<file path="src/rtl/uart_transmitter.sv">
// UART transmit stage: start bit, DATA_W data bits MSB first, STOP_BITS stop bits.
// A one-entry holding register lets the source queue the next byte during a frame.
//
//   state | meaning
//   IDLE  | line high, waiting for a byte (direct load or from hold)
//   START | start bit (0) on the line
//   DATA  | data bits, MSB first, bit_cnt counts down to 0
//   STOP  | stop bit(s) (1), bit_cnt counts remaining stop bits
module uart_transmitter #(
    parameter int CLKS_PER_BIT = 1,
    parameter int DATA_W       = 8,
    parameter int STOP_BITS    = 1
) (
    input  logic              CLK,
    input  logic              Reset,
    input  logic [DATA_W-1:0] DataIN,
    input  logic              Valid,
    output logic              Ready,
    output logic              tx,
    output logic              Busy
);

    localparam int TW = (CLKS_PER_BIT > 1) ? $clog2(CLKS_PER_BIT) : 1;
    localparam int CW = (DATA_W > 2) ? $clog2(DATA_W) : 1;
    localparam logic [TW-1:0] T_RELOAD = TW'(CLKS_PER_BIT - 1);
    localparam logic [CW-1:0] C_DATA   = CW'(DATA_W - 1);
    localparam logic [CW-1:0] C_STOP   = CW'(STOP_BITS - 1);

    typedef enum logic [1:0] {
        IDLE  = 2'd0,
        START = 2'd1,
        DATA  = 2'd2,
        STOP  = 2'd3
    } state_t;

    state_t            state, state_nxt;
    logic [TW-1:0]     timer, timer_nxt;
    logic [CW-1:0]     bit_cnt, bit_cnt_nxt;
    logic [DATA_W-1:0] shift, shift_nxt;
    logic [DATA_W-1:0] hold, hold_nxt;
    logic              hold_valid, hold_valid_nxt;
    logic              tx_nxt;
    logic              accept;
    logic              bit_end;
    logic              loaded_direct;

    assign Ready = !hold_valid;
    assign Busy  = (state != IDLE);

    always_comb begin
        state_nxt      = state;
        bit_cnt_nxt    = bit_cnt;
        shift_nxt      = shift;
        hold_nxt       = hold;
        hold_valid_nxt = hold_valid;
        loaded_direct  = 1'b0;
        accept         = Valid && !hold_valid;
        bit_end        = (timer == '0);
        timer_nxt      = bit_end ? timer : timer - TW'(1);

        case (state)
            IDLE: begin
                if (hold_valid) begin
                    shift_nxt      = hold;
                    hold_valid_nxt = 1'b0;
                    state_nxt      = START;
                    timer_nxt      = T_RELOAD;
                end else if (accept) begin
                    shift_nxt     = DataIN;
                    loaded_direct = 1'b1;
                    state_nxt     = START;
                    timer_nxt     = T_RELOAD;
                end
            end
            START: begin
                if (bit_end) begin
                    state_nxt   = DATA;
                    bit_cnt_nxt = C_DATA;
                    timer_nxt   = T_RELOAD;
                end
            end
            DATA: begin
                if (bit_end) begin
                    shift_nxt = shift << 1;
                    timer_nxt = T_RELOAD;
                    if (bit_cnt == '0) begin
                        state_nxt   = STOP;
                        bit_cnt_nxt = C_STOP;
                    end else begin
                        bit_cnt_nxt = bit_cnt - CW'(1);
                    end
                end
            end
            STOP: begin
                if (bit_end) begin
                    if (bit_cnt != '0) begin
                        bit_cnt_nxt = bit_cnt - CW'(1);
                        timer_nxt   = T_RELOAD;
                    end else if (hold_valid) begin
                        // back-to-back: next frame's start bit follows the last stop bit
                        shift_nxt      = hold;
                        hold_valid_nxt = 1'b0;
                        state_nxt      = START;
                        timer_nxt      = T_RELOAD;
                    end else begin
                        state_nxt = IDLE;
                    end
                end
            end
            default: state_nxt = IDLE;
        endcase

        // accept needs an empty hold, so it never collides with a drain above
        if (accept && !loaded_direct) begin
            hold_nxt       = DataIN;
            hold_valid_nxt = 1'b1;
        end

        case (state_nxt)
            START:   tx_nxt = 1'b0;
            DATA:    tx_nxt = shift_nxt[DATA_W-1];
            default: tx_nxt = 1'b1;
        endcase
    end

    always_ff @(posedge CLK or posedge Reset) begin
        if (Reset) begin
            state      <= IDLE;
            timer      <= '0;
            bit_cnt    <= '0;
            shift      <= '0;
            hold       <= '0;
            hold_valid <= 1'b0;
            tx         <= 1'b1;
        end else begin
            state      <= state_nxt;
            timer      <= timer_nxt;
            bit_cnt    <= bit_cnt_nxt;
            shift      <= shift_nxt;
            hold       <= hold_nxt;
            hold_valid <= hold_valid_nxt;
            tx         <= tx_nxt;
        end
    end

endmodule

</file>
<file path="config.mk">
export PLATFORM = sky130hd
export DESIGN_NAME = uart_transmitter
export DESIGN_NICKNAME = d
export VERILOG_FILES = /design/src/rtl/uart_transmitter.sv
export SDC_FILE = /design/constraint.sdc
export NUM_CORES = 1
export LEC_CHECK = 0
export BUFFER_PORTS_ARGS = -buffer_cell sky130_fd_sc_hd__buf_4
export CORE_AREA = 3 3 55 57
export CTS_CLUSTER_DIAMETER = 50
export DETAILED_ROUTE_END_ITERATION = 8
export DIE_AREA = 0 0 58 60
export MAX_ROUTING_LAYER = met4
export PLACE_DENSITY = 0.81
export SLEW_MARGIN = 30
export SYNTH_ARGS = -nofsm -noshare
export SYNTH_HDL_FRONTEND = slang
export SYNTH_SLANG_ARGS = --single-unit
</file>
<file path="constraint.sdc">
create_clock -name CLK -period 1.83 [get_ports CLK]
set_clock_uncertainty 0.05 [all_clocks]
set_input_delay 0.366 -clock CLK [delete_from_list [all_inputs] [get_ports CLK]]
set_output_delay 0.366 -clock CLK [all_outputs]
set_load 0.05 [all_outputs]
</file>
==> results of run 1 <==
logic make-up (layout without fill, tap and decap cells):
kind of cell               after synthesis  in the layout  share of synthesized area (%)
adders and majority gates                6              6                           5.86
buffers and inverters                   15             38                           6.06
muxes                                    8              8                           7.04
DFF                                     23             23                           45.1
xor gates and xnor gates                 1              1                          0.684
AOI/OAI and AO/OA                       37             37                           22.1
and+or+nand+nor                         31             31                           13.2
cell type report:
class	instances	area, um2
well taps	30	37.5
clock buffers	3	22.5
flip-flops and latches	23	577
inverters	9	37.5
multi-input cells	83	658
clock inverters	1	5.00
fillers	209	981
repair buffers	25	204
flip-flops by register name, summed over array words and instances (netlist names):
name and cells:
shift 8, bit_cnt 3, state 2, hold_valid 1
tx 1, hold 8
placed cells by master, fill, tap and decap left out, types with 3 or more instances in the layout:
cell | synthesis | final
buf_4 | 1 | 23
dfrtp_1 | 22 | 22
a21oi_1 | 9 | 9
mux2_2 | 8 | 8
nand2_1 | 7 | 7
nor2_1 | 7 | 7
a222oi_1 | 6 | 6
o21ai_0 | 5 | 5
inv_1 | 8 | 5
ha_1 | 6 | 5
inv_2 | 1 | 3
nor2_2 | 3 | 3
a21oi_2 | 4 | 3
clkbuf_4 | 0 | 3
where the power goes:
group	switching, mW	total (mW)	internal (mW)
registers	0.187	0.974	0.787
clock network	0.154	0.236	0.0819
logic	1.01	1.95	0.933
total	1.35	3.15	1.80
path summary, 6_finish.rpt:
check	from	endpoint	slack, ns	depth (start not counted)
worst max-delay path	state[1]$_DFF_PP0_	Busy	0.04	4
worst min-delay path	Reset	bit_cnt[1]$_DFFE_PP0P_	0.02	3
worst max register to register	state[1]$_DFF_PP0_	tx$_DFF_PP1_	0.05	7
worst min register to register	hold[3]$_DFFE_PP0P_	hold[3]$_DFFE_PP0P_	0.48	1
max in group asynchronous	Reset	tx$_DFF_PP1_	1.43	3
min in group CLK	DataIN[3]	hold[3]$_DFFE_PP0P_	0.23	2
per-layer routing:
layer,vias to the layer above,GRT usage [%],routed length (um)
met5,-,-,0
met4,0,9.60,51
met3,7,3.02,103
met2,24,30.2,1370
met1,515,18.9,1120
li1,479,-,-
stage by stage:
stage | setup TNS, ns | power, mW | std cells
2_1_floorplan | 0 | 2.34 | 121
3_3_place_gp | 0 | 2.71 | 166
3_5_place_dp | 0 | 2.80 | 166
4_1_cts | 0 | 3.07 | 171
5_1_grt | -0.120 | 3.39 | 174
6_report | 0 | 3.15 | 174
worst max-delay path, cell delays in order (launching register included):
cell	delay (ns)
dfrtp_1	0.43
inv_2	0.11
ha_4	0.19
clkinvlp_4	0.14
buf_6	0.18
timing repair:
action / in CTS / in global routing
endpoints found under the setup margin: 2 / 17
pin swaps: 0 / 0
gates resized for setup: 2 / 3
setup buffers: 1 / 3
==> impl_metrics.yaml, run 1 <==
clocking:
  clock_latency_ns: 0.32
  cts_tree: "yes"
  htree_levels: 1
  clk_pin_slew_ns: 0.12
  clockBufferDepth: 2
  holdBufCountCts: 0
  cts.sinks: 23
  numCtsBuffers: 3
  clockRootBuffer: "clkbuf_4"
finish:
  fin_util_pct: 61.1
  n_antenna_cell: 0
  finalNetCount: 162
  syn_to_final_growth_pct: 20.4
  stdcell_area_um2: 1540
  drive_gt1_share_pct: 38.2
status:
  outcome: "finished, final reports clean"
timing:
  report.final.slew_viol_count: 0
  min_period_over_period_pct: 97.6
  layout_min_cycle_time_ns: 1.79
  maxClockFrequency_mhz: 560
  tightest_slew_ns: 0.398
  setup_violations: 0
  hold_viol: 0
  finalWorstSetupSlack_ns: 0.0438
  maxSlewHeadroom_pct: 73.5
  rsz0062_at_grt: "yes"
  whs_ns: 0.0170
place:
  postPlaceCellArea_um2: 1460
  io_buffer_count: 13
  place.gp.congestion: 0.835
  pre_cts_slack_ns: 0.0119
  place_hpwl_mm: 1.99
yosys:
  yosys_warnings: 0
  synth_area_leader_cell: "dfrtp_1"
  synth.most_common_cell: "dfrtp_1"
  syn_nets: 138
  yosys-top-cells-count: "22 x dfrtp_1, 9 x a21oi_1, 8 x inv_1, 8 x mux2_2"
  synth.distinct_cells: 38
  synth_edf_count: 0
  async_flop_share_pct: 100
  syn_avg_cell_area_um2: 10.6
  synth_cells: 121
  synth.cell_area_um2: 1280
  seq_area_frac_synth_pct: 45.1
  netlist.area_leader.share_pct: 43.0
  synth-main-ff-cell: "dfrtp_1"
  synth.area.top_cells: "dfrtp_1 43%, mux2_2 7.0%, ha_1 5.9%"
  yosys_register_bits: 23
power_and_ir_drop:
  p_leak_nw: 0.687
  vdd_drop_max_mv: 1.40
  power_density_nw_per_um2: 2050
detailed_routing:
  postRouteAntennaNets: 0
  drt_iter0_markers: 48
  drc: 0
  routed_via_density: 5.89
  first_pass_iters: 4
  vias: 1025
  routed_wl_mm: 2.64
  wire_per_inst_um: 15.2
floorplan:
  fp.dieW_um: 58
  fp.coreArea_um2: 2520
  initial_core_util_pct: 50.7
  ios: 14
  rows: 18
  die-area_um2: 3480
  die_h_um: 60
worst_hold_path:
  hold_path.class: "in -> async"
setup_path:
  path_class: "reg -> out"
  crit_fanout: 7
  cp-start-kind: "flip-flop"
  crit_required_ns: 1.41
  worstPathArrival_ns: 1.37
  worst_setup_path_end_kind: "primary output"
grt:
  grt_overflow: 0
  antenna_found_initial: 0
  grt_pass1_vias: 1042
  grt_max_degree: 24
  grt_use_total_pct: 17.4
  grt_pass1_wl_mm: 4.46
job:
  maxCapViolations: 0
Power figures use the tool's default switching activity.
==> run 2: changes to the inputs <==
--- a/config.mk
+++ b/config.mk
@@ -6,12 +6,12 @@
 export NUM_CORES = 1
 export LEC_CHECK = 0
 export BUFFER_PORTS_ARGS = -buffer_cell sky130_fd_sc_hd__buf_4
-export CORE_AREA = 3 3 55 57
+export CORE_AREA = 3 3 76 78
 export CTS_CLUSTER_DIAMETER = 50
 export DETAILED_ROUTE_END_ITERATION = 8
-export DIE_AREA = 0 0 58 60
+export DIE_AREA = 0 0 79 81
 export MAX_ROUTING_LAYER = met4
-export PLACE_DENSITY = 0.81
+export RECOVER_POWER = 50
 export SLEW_MARGIN = 30
 export SYNTH_ARGS = -nofsm -noshare
 export SYNTH_HDL_FRONTEND = slang
==> run 2 against run 1 <==
- critical path depth up 1
- critical endpoint unchanged
- sequential cell count unchanged
- via count down 0.49%
- final area up 7.9%
==> impl_metrics.yaml, run 2 (synthesis results as in run 1) <==
setup_path:
  crit_required_ns: 1.41
  path_class: "reg -> out"
  crit_fanout: 4
  cp-start-kind: "flip-flop"
  worstPathArrival_ns: 1.36
  worst_setup_path_end_kind: "primary output"
floorplan:
  rows: 26
  fp.dieW_um: 79
  ios: 14
  die-area_um2: 6400
  die_h_um: 81
  initial_core_util_pct: 24.9
  fp.coreArea_um2: 5140
detailed_routing:
  postRouteAntennaNets: 0
  drt_iter0_markers: 91
  vias: 1020
  first_pass_iters: 4
  wire_per_inst_um: 12.5
  routed_via_density: 4.62
  drc: 0
  routed_wl_mm: 2.76
job:
  maxCapViolations: 0
grt:
  grt_pass1_vias: 997
  grt_use_total_pct: 9.56
  grt_overflow: 0
  antenna_found_initial: 0
  grt_pass1_wl_mm: 4.76
  grt_max_degree: 24
clocking:
  cts.sinks: 23
  htree_levels: 1
  clock_latency_ns: 0.26
  clockRootBuffer: "clkbuf_8"
  clk_pin_slew_ns: 0.09
  clockBufferDepth: 2
  holdBufCountCts: 0
  cts_tree: "yes"
  numCtsBuffers: 3
place:
  place_inst: 210
  place.gp.congestion: 0.769
  io_buffer_count: 13
  place_hpwl_mm: 1.93
finish:
  finalNetCount: 169
  n_antenna_cell: 0
  drive_gt1_share_pct: 42.4
  reg.largest.list: "hold x8, shift x8, bit_cnt x3"
  fin_util_pct: 32.4
  instances_no_fill: 221
  syn_to_final_growth_pct: 29.9
  mostFrequentLayoutCell: "buf_4"
  n_fill_cell: 558
  final_cell_mix: "26 x buf_4, 22 x dfrtp_1, 9 x a21oi_1, 8 x mux2_2, 7 x nor2_1"
timing:
  maxSlewHeadroom_pct: 15.8
  tightest_slew_ns: 1.26
  setup_violations: 0
  report.final.slew_viol_count: 0
  layout_min_cycle_time_ns: 1.77
  hold_viol: 0
  rsz0062_at_grt: "yes"
  maxClockFrequency_mhz: 564
  whs_ns: 0.286
  min_period_over_period_pct: 96.9
power_and_ir_drop:
  p_leak_nw: 0.720
  vdd_drop_max_mv: 0.680
  power_mw: 3.35
  power_density_nw_per_um2: 2010
status:
  outcome: "finished, final reports clean"
worst_hold_path:
  hold_path.class: "in -> reg"
[run 2: changes by cell type in the layout (fill, tap and decap cells not counted), sizes merged]
cell / previous run / this run
buf: 25 / 29
clkbuf: 3 / 6
[run 2: timing repair]
| action | CTS | global route |
|---|---|---|
| gates resized for setup | 1 | 10 |
| pin swaps | 1 | 5 |
| endpoints found under the setup margin | 1 | 11 |
| setup buffers | 2 | 5 |
| endpoints found under the hold margin | 0 | 0 |
[run 2: worst max-delay path: stages, from the launching register on]
cell	delay [ns]
dfrtp_1	0.41
inv_2	0.10
ha_4	0.18
clkinvlp_4	0.12
buf_6	0.14
buf_8	0.14
[run 2: per-stage QoR]
| step | area (um2) | setup TNS (ns) | setup WS (ns) |
|---|---|---|---|
| after global placement | 1540 | 0 | 0.0532 |
| after global routing | 1660 | -0.00398 | -0.00398 |
| after CTS | 1600 | 0 | 0.00812 |
| final | 1660 | 0 | 0.0559 |
| after floorplan | 1300 | 0 | 0.0121 |
| after detailed placement | 1540 | 0 | 0.0365 |
[run 2: final timing paths]
path	depth (start not counted)	end	slack, ns	startpoint
worst max-delay path	5	Busy	0.06	state[0]$_DFF_PP0_
worst min-delay path	2	hold[2]$_DFFE_PP0P_	0.29	DataIN[2]
worst max register to register	5	hold[7]$_DFFE_PP0P_	0.10	state[0]$_DFF_PP0_
worst min register to register	1	hold[1]$_DFFE_PP0P_	0.46	hold[1]$_DFFE_PP0P_
max in group asynchronous	3	state[0]$_DFF_PP0_	0.53	Reset
min in group asynchronous	3	hold[3]$_DFFE_PP0P_	0.45	Reset
[run 2: report_power, final]
part	switching (mW)	internal (mW)	total, mW
clock	0.167	0.152	0.319
combinational	1.03	1.03	2.06
sequential	0.175	0.789	0.964
[run 2: final cells by class]
type / count / area (um2) / area share, %
Multi-Input combinational cell: 83 / 658 / 39.6
Timing Repair Buffer: 32 / 256 / 15.4
Clock inverter: 1 / 5.00 / 0.301
Inverter: 9 / 37.5 / 2.26
Tap cell: 70 / 87.6 / 5.27
Clock buffer: 3 / 41.3 / 2.48
Sequential cell: 23 / 577 / 34.7
[run 2: layer usage]
layer / part of all wire (%) / global-route usage (%)
met1: 51 / 13.6
met2: 45 / 14.6
met3: 3.3 / 1.33
met4: 0.62 / 2.06
met5: 0 / -
==> run 3: changes to the inputs <==
--- a/config.mk
+++ b/config.mk
@@ -5,14 +5,14 @@
 export SDC_FILE = /design/constraint.sdc
 export NUM_CORES = 1
 export LEC_CHECK = 0
+export ABC_AREA = 1
 export BUFFER_PORTS_ARGS = -buffer_cell sky130_fd_sc_hd__buf_4
-export CORE_AREA = 3 3 76 78
+export CORE_AREA = 3 3 79 81
 export CTS_CLUSTER_DIAMETER = 50
 export DETAILED_ROUTE_END_ITERATION = 8
-export DIE_AREA = 0 0 79 81
+export DIE_AREA = 0 0 82 84
 export MAX_ROUTING_LAYER = met4
 export RECOVER_POWER = 50
-export SLEW_MARGIN = 30
 export SYNTH_ARGS = -nofsm -noshare
 export SYNTH_HDL_FRONTEND = slang
 export SYNTH_SLANG_ARGS = --single-unit
==> run 3 against run 2 <==
- sequential cell count unchanged
- first-iteration DRC count decreased by 56%
- non-clock buffer count decreased by 17
- synthesized cell count increased by 43%
- combinational power decreased by 9%
- sequential share of layout area increased by 1.6 points
- die area increased by 7.6%
- critical path depth decreased by 1
- worst hold slack improved by 0.032 ns
- worst setup slack improved by 0.056 ns
- critical path type unchanged
- critical endpoint unchanged
- largest power group unchanged
==> impl_metrics.yaml, run 3 <==
floorplan:
  die_h_um: 84
  die-area_um2: 6890
  fp.dieW_um: 82
  ios: 14
  fp.coreArea_um2: 5540
  initial_core_util_pct: 25.0
  rows: 27
timing:
  finalWorstSetupSlack_ns: 0.112
  maxSlewHeadroom_pct: 12.9
  rsz0062_at_grt: "no"
  report.final.slew_viol_count: 0
  min_period_over_period_pct: 93.9
  tns_ns: 0
  tightest_slew_ns: 1.31
  setup_violations: 0
  hold_viol: 0
  maxClockFrequency_mhz: 582
  layout_min_cycle_time_ns: 1.72
  whs_ns: 0.318
detailed_routing:
  wl_met1_mm: 1.48
  drt_iter0_markers: 40
  wire_per_inst_um: 10.7
  routed_via_density: 4.15
  top_layer_used: "met4"
  postRouteAntennaNets: 0
  wl_met3_um: 75
  first_pass_iters: 4
  routed_wl_mm: 2.78
  drc: 0
  vias: 1079
  met2WireLength_mm: 1.18
finish:
  stdcell_area_um2: 1590
  n_fill_cell: 626
  regArea_um2: 577
  syn_to_final_growth_pct: 14.8
  finalNetCount: 206
  drive_gt1_share_pct: 23.4
  n_antenna_cell: 0
  reg.largest.list: "hold x8, shift x8, bit_cnt x3"
  final_cell_mix: "49 x nand2_1, 22 x o21ai_0, 22 x dfrtp_1, 18 x inv_1, 12 x buf_4"
  mostFrequentLayoutCell: "nand2_1"
  instances_no_fill: 260
  multiInputGateArea_um2: 678
setup_path:
  critical-path-top-delay-family: "buffers and inverters"
  worstPathArrival_ns: 1.30
  cp-start-kind: "flip-flop"
  r2r_cells: 6
  path_cells: "inv_1, ha_4, inv_2, buf_4"
  path_class: "reg -> out"
  cp_slowest_cell: "dfrtp_1"
  worst_setup_path_end_kind: "primary output"
  r2r-start: "state[0]$_DFF_PP0_"
  crit_fanout: 7
  ff2ff_setup_slack_ns: 0.18
  crit_required_ns: 1.41
  regToRegEndpoint: "shift[5]$_DFFE_PP0P_"
  crit_buf_inv: 3
  slowest_delay_ns: 0.41
yosys:
  netlist.area_leader.share_pct: 39.8
  yosys_warnings: 0
  synth.area.top_cells: "dfrtp_1 40%, nand2_1 13%, o21ai_0 8.0%"
  synth_edf_count: 0
  synth.cell_area_um2: 1380
  yosys-top-cells-count: "49 x nand2_1, 22 x dfrtp_1, 22 x o21ai_0"
  seq_area_frac_synth_pct: 41.7
  synth_cells: 173
  synth.most_common_cell: "nand2_1"
  syn_avg_cell_area_um2: 8.00
  async_flop_share_pct: 100
  synth-main-ff-cell: "dfrtp_1"
  yosys_register_bits: 23
  synth.distinct_cells: 23
  syn_nets: 190
  synth_area_leader_cell: "dfrtp_1"
clocking:
  clk_pin_slew_ns: 0.09
  cts_tree: "yes"
  clockBufferDepth: 2
  clockRootBuffer: "clkbuf_8"
  cts.sinks: 23
  htree_levels: 1
  numCtsBuffers: 3
  clock_latency_ns: 0.27
grt:
  grt_max_degree: 24
  grt_overflow: 0
  grt_pass1_vias: 1057
  antenna_found_initial: 0
  grt_pass1_wl_mm: 4.99
  grt_use_total_pct: 9.59
power_and_ir_drop:
  power_density_nw_per_um2: 1980
  p_leak_nw: 0.792
  vdd_drop_max_mv: 0.722
place:
  place_hpwl_mm: 1.99
  io_buffer_count: 13
  place_inst: 256
  pre_cts_slack_ns: 0.218
  postPlaceCellArea_um2: 1540
  place.gp.congestion: 0.800
worst_hold_path:
  hold_path.class: "in -> reg"
  hold_end: "hold[3]$_DFFE_PP0P_"
  hp-start: "DataIN[3]"
  hold-path-cell-count: 3
status:
  outcome: "finished, final reports clean"
job:
  maxCapViolations: 0
run 3: timing repair:
action,4_1_cts,5_1_grt
hold buffers,0,0
setup buffers,0,0
gates resized for setup,1,2
setup endpoints to repair,1,1
run 3: cell families (layout without fill, tap and decap cells):
group	Yosys count	count (layout)	share of synthesized area, %
DFF	23	23	41.7
xor gates and xnor gates	1	1	0.633
buffers and inverters	27	42	10.2
AOI/OAI and AO/OA	42	42	18.4
and+or+nand+nor	74	74	23.7
adders and majority gates	6	6	5.42
run 3: power by group:
group	internal [mW]	switching, mW
sequential	0.790	0.154
combinational	0.669	1.20
clock	0.152	0.176
total	1.61	1.53
run 3: stage by stage:
stage	utilization, %	total power, mW
floorplan	-	2.49
global placement	27.7	2.77
detailed placement	27.7	2.81
CTS	28.6	3.15
global route	28.7	3.53
finish	28.7	3.14
run 3: final cells by class:
type	count	share of cell area [%]
Inverter	23	5.75
Tap cell	72	5.67
Sequential cell	23	36.3
Multi-Input combinational cell	123	42.7
Clock inverter	1	0.315
Clock buffer	3	2.60
Timing Repair Buffer	15	6.69
run 3: per-layer routing:
| metal | track usage, % | vias up |
|---|---|---|
| li1 | - | 580 |
| met1 | 13.8 | 479 |
| met2 | 13.3 | 14 |
| met3 | 1.62 | 6 |
| met4 | 3.63 | 0 |
| met5 | - | - |
run 3: worst max-delay path by stage:
stage                             from              endpoint  slack [ns]  cells after the start
global placement    state[0]$_DFF_PP0_                  Busy        0.24                      4
detailed placement  state[0]$_DFF_PP0_  shift[4]$_DFFE_PP0P_        0.22                      6
finish              state[1]$_DFF_PP0_                  Busy        0.11                      4
floorplan           state[0]$_DFF_PP0_          tx$_DFF_PP1_        0.28                      8
CTS                 state[0]$_DFF_PP0_                  Busy       0.002                      4
global route        state[1]$_DFF_PP0_                  Busy        0.05                      4
run 3: tightest hold or removal path, stage by stage:
cell     delay (ns)
buf_4          0.11
inv_1          0.05
o21ai_0        0.07
